File: config.mk
export PLATFORM = sky130hd
export DESIGN_NAME = axis_uart_tx_arbiter
export DESIGN_NICKNAME = d
export VERILOG_FILES = /design/src/rtl/axis_uart_arb_pkg.sv /design/src/rtl/rr_priority_select.sv /design/src/rtl/axis_uart_tx_arbiter.sv
export SDC_FILE = /design/constraint.sdc
export NUM_CORES = 1
export LEC_CHECK = 0
export ABC_CLOCK_PERIOD_IN_PS = 3860
export CAP_MARGIN = 10
export CORE_MARGIN = 1
export CORE_UTILIZATION = 45
export CTS_CLUSTER_SIZE = 14
export DETAILED_ROUTE_END_ITERATION = 7
export GPL_TIMING_DRIVEN = 0
export PLACE_DENSITY = 0.83
export SLEW_MARGIN = 25
export SYNTH_ARGS = -nofsm -noshare
export SYNTH_HDL_FRONTEND = slang
export SYNTH_SLANG_ARGS = --single-unit
File: constraint.sdc
create_clock -name clk -period 3.86 [get_ports clk]
set_input_delay 0.579 -clock clk [delete_from_list [all_inputs] [get_ports clk]]
set_output_delay 0.579 -clock clk [all_outputs]
set_load 0.05 [all_outputs]
File: src/rtl/axis_uart_arb_pkg.sv
// Shared types for the AXI-Stream UART TX arbiter.
// Holds the FSM state encoding and the default header tag nibble.
package axis_uart_arb_pkg;

  typedef enum logic [1:0] {
    ST_IDLE,
    ST_HEADER,
    ST_DATA
  } arb_state_e;

  localparam logic [3:0] HEADER_TAG_DEFAULT = 4'hA;

endpackage

File: src/rtl/rr_priority_select.sv
// Round-robin search: first set request above last_grant, wrapping.
// Ports: req (per-port request), last_grant -> found, next_idx.
module rr_priority_select #(
  parameter int N_PORTS = 4
) (
  input  logic [N_PORTS-1:0] req,
  input  logic [3:0]         last_grant,
  output logic               found,
  output logic [3:0]         next_idx
);

  logic [15:0] req_ext;
  logic [4:0]  cand;

  // Walk offsets from farthest to nearest so the nearest hit wins;
  // offset N_PORTS lands on last_grant itself (lowest priority).
  always_comb begin
    req_ext  = 16'(req);
    found    = 1'b0;
    next_idx = 4'd0;
    cand     = 5'd0;
    for (int k = N_PORTS; k >= 1; k--) begin
      cand = {1'b0, last_grant} + 5'(k);
      if (cand >= 5'(N_PORTS)) begin
        cand = cand - 5'(N_PORTS);
      end
      if (req_ext[cand[3:0]]) begin
        found    = 1'b1;
        next_idx = cand[3:0];
      end
    end
  end

endmodule

File: src/rtl/axis_uart_tx_arbiter.sv
// Packet-granular round-robin merge of N byte streams into one UART TX stream.
// Ports: clk, reset, S_AXIS_* (N inputs), M_AXIS_* (merged), GRANT_ID, BUSY.
module axis_uart_tx_arbiter
  import axis_uart_arb_pkg::*;
#(
  parameter int         N_PORTS       = 4,
  parameter int         INSERT_HEADER = 1,
  parameter logic [3:0] HEADER_TAG    = HEADER_TAG_DEFAULT
) (
  input  logic                 clk,
  input  logic                 reset,
  input  logic [N_PORTS*8-1:0] S_AXIS_TDATA,
  input  logic [N_PORTS-1:0]   S_AXIS_TVALID,
  input  logic [N_PORTS-1:0]   S_AXIS_TLAST,
  output logic [N_PORTS-1:0]   S_AXIS_TREADY,
  output logic [7:0]           M_AXIS_TDATA,
  output logic                 M_AXIS_TVALID,
  output logic                 M_AXIS_TLAST,
  input  logic                 M_AXIS_TREADY,
  output logic [3:0]           GRANT_ID,
  output logic                 BUSY
);

  arb_state_e  state_q, state_d;
  logic [3:0]  grant_q, grant_d;
  logic [3:0]  last_grant_q, last_grant_d;

  logic        found;
  logic [3:0]  next_idx;

  logic [127:0] tdata_ext;
  logic [15:0]  valid_ext;
  logic [15:0]  last_ext;
  logic [7:0]   g_data;
  logic         g_valid;
  logic         g_last;

  rr_priority_select #(
    .N_PORTS (N_PORTS)
  ) u_sel (
    .req        (S_AXIS_TVALID),
    .last_grant (last_grant_q),
    .found      (found),
    .next_idx   (next_idx)
  );

  // Widen to 16 ports so a 4-bit grant indexes without range issues.
  always_comb begin
    tdata_ext = 128'(S_AXIS_TDATA);
    valid_ext = 16'(S_AXIS_TVALID);
    last_ext  = 16'(S_AXIS_TLAST);
    g_data    = tdata_ext[{grant_q, 3'b000} +: 8];
    g_valid   = valid_ext[grant_q];
    g_last    = last_ext[grant_q];
  end

  always_comb begin
    state_d      = state_q;
    grant_d      = grant_q;
    last_grant_d = last_grant_q;
    unique case (state_q)
      ST_IDLE: begin
        if (found) begin
          grant_d = next_idx;
          state_d = (INSERT_HEADER != 0) ? ST_HEADER : ST_DATA;
        end
      end
      ST_HEADER: begin
        if (M_AXIS_TREADY) begin
          state_d = ST_DATA;
        end
      end
      ST_DATA: begin
        if (g_valid && M_AXIS_TREADY && g_last) begin
          state_d      = ST_IDLE;
          last_grant_d = grant_q;
        end
      end
      default: state_d = ST_IDLE;
    endcase
  end

  // Outputs are forced quiet while reset is held, not just after it.
  always_comb begin
    M_AXIS_TDATA  = 8'd0;
    M_AXIS_TVALID = 1'b0;
    M_AXIS_TLAST  = 1'b0;
    S_AXIS_TREADY = '0;
    BUSY          = 1'b0;
    if (!reset) begin
      unique case (state_q)
        ST_HEADER: begin
          M_AXIS_TVALID = 1'b1;
          M_AXIS_TDATA  = {HEADER_TAG, grant_q};
          BUSY          = 1'b1;
        end
        ST_DATA: begin
          M_AXIS_TDATA  = g_data;
          M_AXIS_TVALID = g_valid;
          M_AXIS_TLAST  = g_last;
          S_AXIS_TREADY = N_PORTS'(M_AXIS_TREADY) << grant_q;
          BUSY          = 1'b1;
        end
        default: ;
      endcase
    end
  end

  assign GRANT_ID = grant_q;

  always_ff @(posedge clk) begin
    if (reset) begin
      state_q      <= ST_IDLE;
      grant_q      <= 4'd0;
      last_grant_q <= 4'(N_PORTS - 1);
    end else begin
      state_q      <= state_d;
      grant_q      <= grant_d;
      last_grant_q <= last_grant_d;
    end
  end

endmodule
==> metrics list <==
- The flow ran to the end, and the final reports show no timing, DRC or antenna violations.
- Routed length per instance: 16.0 µm
* Warnings, synthesis: 0
* Vias per inst: 5.63
* Clock tree from TritonCTS: yes
- Antenna violations before repair: 0
* Cells after synthesis: 161
- Sinks on Clock Net: 10
- Die outline height: 60 µm
- The final layout contains routed wiring with a total length of 4320 µm.
* Iteration-0 DRC Markers: 97
* Hold-fix buffers, CTS: 0
- Synthesized area divided by synthesized cell count: 9.40 µm²
* Count of final max-slew check failures: 0
* Ports placed on the boundary: 62
* Worst slew pin tran: 0.584 ns
* Global-route wire length before repair: 6750 µm
- Setup repair after global routing left no endpoint under its margin.
- Peak supply drop: 0.000183 V
- In this run, synthesis produced a sequential element count of 10.
* Routability-driven placement congestion ratio: 0.894
- After detailed routing, the number of remaining DRC violations is 0.
- Buffers inserted during clock tree synthesis total 3.
* Cells on Worst Hold Path: 2
- Slowest cell on the critical path: clkdlybuf4s50_1
- The final critical path takes up 97.2% of the cycle.
- Of the cells placed in the final design, the portion with a size suffix greater than 1 is 15.0%.
- Die ar.: 3600 µm²
- Summing internal, switching and leakage power gives 0.000836 W.
* Global router's overall resource usage: 25.5%
- Total overflow reported by the global router: 0
- Post-detailed-placement half-perimeter wirelength: 3630 µm
- Post-CTS setup buffer count: 0
* Number of nets in the synthesized netlist: 222
- Critical Path Fanout Max: 10
* Setup violations, final: 0
- In the post-synthesis netlist, the cell with the most instances is ha_1.
- Counting cells, the worst reg-to-reg path comes to 12.
- Number of port buffers: 61
- No sink is reached through more buffers than the 2 on the longest clock path.
- By area the synthesized netlist is led by mux4_2 16%, ha_1 15%, dfxtp_1 13%.
- Number of flops mapped to enable cells by yosys: 0
- Die outline width: 60 µm
- In this design, the critical path's most frequently occurring cell is clkdlybuf4s50_1.
* Clock Root Buffer: clkbuf_4
- Worst path max stage delay: 0.85 ns
- Data on the critical path arrives at its endpoint at 3.17 ns.
- Time the worst path needs with I/O delays and setup: 3.75 ns
- Clock-pin slew was measured on the worst setup and hold paths at 0.06 ns.
- The floorplan has 20 rows.
- The number of global-route vias before repair was 1,501.
- For this run, the top clock speed supported by timing is 267 MHz.
- Cells fill 70.9% of the core in the end.
* DRT Pass-1 Iters: 4
- Largest net degree at the start of global routing: 11
- The critical path is of the primary input to output port type.
* Post-route design area: 2220 µm²
- STA classifies the critical path startpoint as a primary input.
* Setup_tns: 0 ns
- Resized cells post-CTS: 0
- Vias: 1,519
- Sequential share of the synthesized area: 13.2%
- After the last flow step, the layout net total stands at 288.
- The later pin in the worst-skew pair is clocked with a latency of 0.27 ns.
- Unique masters post-synth: 52
* Count of final hold-check violations: 0
* Starting Density: 48.4%
- The area growth from synthesis to layout is 46.5%.
* H-tree levels: 1
- Number of antenna-violating nets in the routed design: 0
- By count the netlist is led by 18 x ha_1, 13 x inv_1, 11 x mux4_2.
- Relative max-transition margin: 60.5%
- The cell area that synthesis handed to floorplanning was 1510 µm².
* Top cell type's share of synthesized area: 16.4%
- Placed Cells incl. Taps: 266
- The tightest min-delay check is of the register to register type.
- Of all cell types, the one taking the most synthesized area is mux4_2.
* Antenna cell count: 0
* Number of maximum-capacitance constraint violations: 0
* Finished Layout Cells: 270
- For the worst setup path, the data required time is 3.28 ns.
- Clock skew on the completed layout was measured at 0.00189 ns.
- Cell area after placement: 2180 µm²
* Placeable Area: 3130 µm²
- The signal on the critical path passes through clkdlybuf4s50_1, nor4b_1, clkbuf_1, nand2_1, nor3_1, clkdlybuf4s50_1.
- In the synthesized netlist the async set-or-reset flop fraction comes to 0%.
- Power density relative to cell area: 377 nW/µm²
- LEAKAGE: 0.894 nW
* Final-layout fill cell count: 244
- Top_reg_cell synth: dfxtp_1
- Endpoint type of the worst setup path: output port
==> worst max-delay path: cells and delay by family <==
kind | cells | cell delay, ns
buffers and inverters | 3 | 1.75
AND/OR/NAND/NOR | 3 | 0.83
==> metal layers <==
| metal | vias to the layer above | global-route usage [%] | wire [µm] |
|---|---|---|---|
| met5 | - | 0 | 0 |
| met4 | 0 | 4.32 | 21 |
| met3 | 2 | 5.19 | 188 |
| met2 | 48 | 46.2 | 2260 |
| met1 | 734 | 31.3 | 1850 |
| li1 | 735 | - | - |
==> cells by family (layout without fill, tap and decap cells) <==
logic type	Yosys count	after routing	share of synthesized area (%)
flip-flops	10	10	13.2
AND/OR/NAND/NOR	47	47	17.1
AO/OA/AOI/OAI	39	39	21.2
XOR/XNOR	5	5	4.13
buffers and inverters	25	90	8.02
multiplexers	17	17	21.4
adder cells (fa/ha/maj)	18	18	14.9
==> area by class of cell <==
| class | instances | area (µm²) | area share (%) |
|---|---|---|---|
| Buffer | 10 | 65.1 | 2.93 |
| Clock buffer | 4 | 36.3 | 1.64 |
| Inverter | 15 | 56.3 | 2.54 |
| Multi-Input combinational cell | 126 | 1190 | 53.8 |
| Sequential cell | 10 | 200 | 9.02 |
| Tap cell | 44 | 55.1 | 2.48 |
| Timing Repair Buffer | 61 | 613 | 27.6 |
==> cell usage in the layout, fill, tap and decap left out, types with 2 or more instances in the layout <==
master	count
nor3_1	4
nor2_1	8
nand2b_1	4
a21o_1	3
mux4_2	11
o21ai_0	5
inv_1	13
and2_1	3
nand2_1	9
a21oi_1	6
clkbuf_4	3
and3_1	2
clkdlybuf4s50_1	60
ha_1	18
xnor2_1	3
nor3b_1	2
clkbuf_1	5
a211o_1	2
a31o_2	3
buf_6	3
nor2b_1	5
nor4b_1	2
mux2i_1	5
o31ai_1	2
a21oi_2	2
a32o_1	4
dfxtp_1	10
==> power breakdown <==
part / total [W] / switching (W) / leakage (nW) / internal (W)
clock network: 0.0000950 / 0.0000376 / 0.0210 / 0.0000574
logic: 0.000603 / 0.000339 / 0.792 / 0.000264
registers: 0.000138 / 0.0000162 / 0.0815 / 0.000121
==> worst paths after layout <==
path,from,slack [ns],to
min,state_q[1],0.52,state_q[1]
max reg2reg,last_grant_q[1],0.82,GRANT_ID[0]
max,reset,0.11,S_AXIS_TREADY[2]
min reg2reg,state_q[1],0.52,state_q[1]
==> registers in the layout, indices dropped and copies added (netlist names) <==
register and count:
GRANT_ID 4, last_grant_q 4, state_q 2
==> through the flow <==
stage	worst slack, ns	hold slack (ns)
after floorplan	0.661	0.466
final	0.110	0.517
after detailed placement	0.141	0.505
after global placement	0.168	0.486
after CTS	0.136	0.519
after global routing	0.0138	0.558
Power figures use the tool's default switching activity.
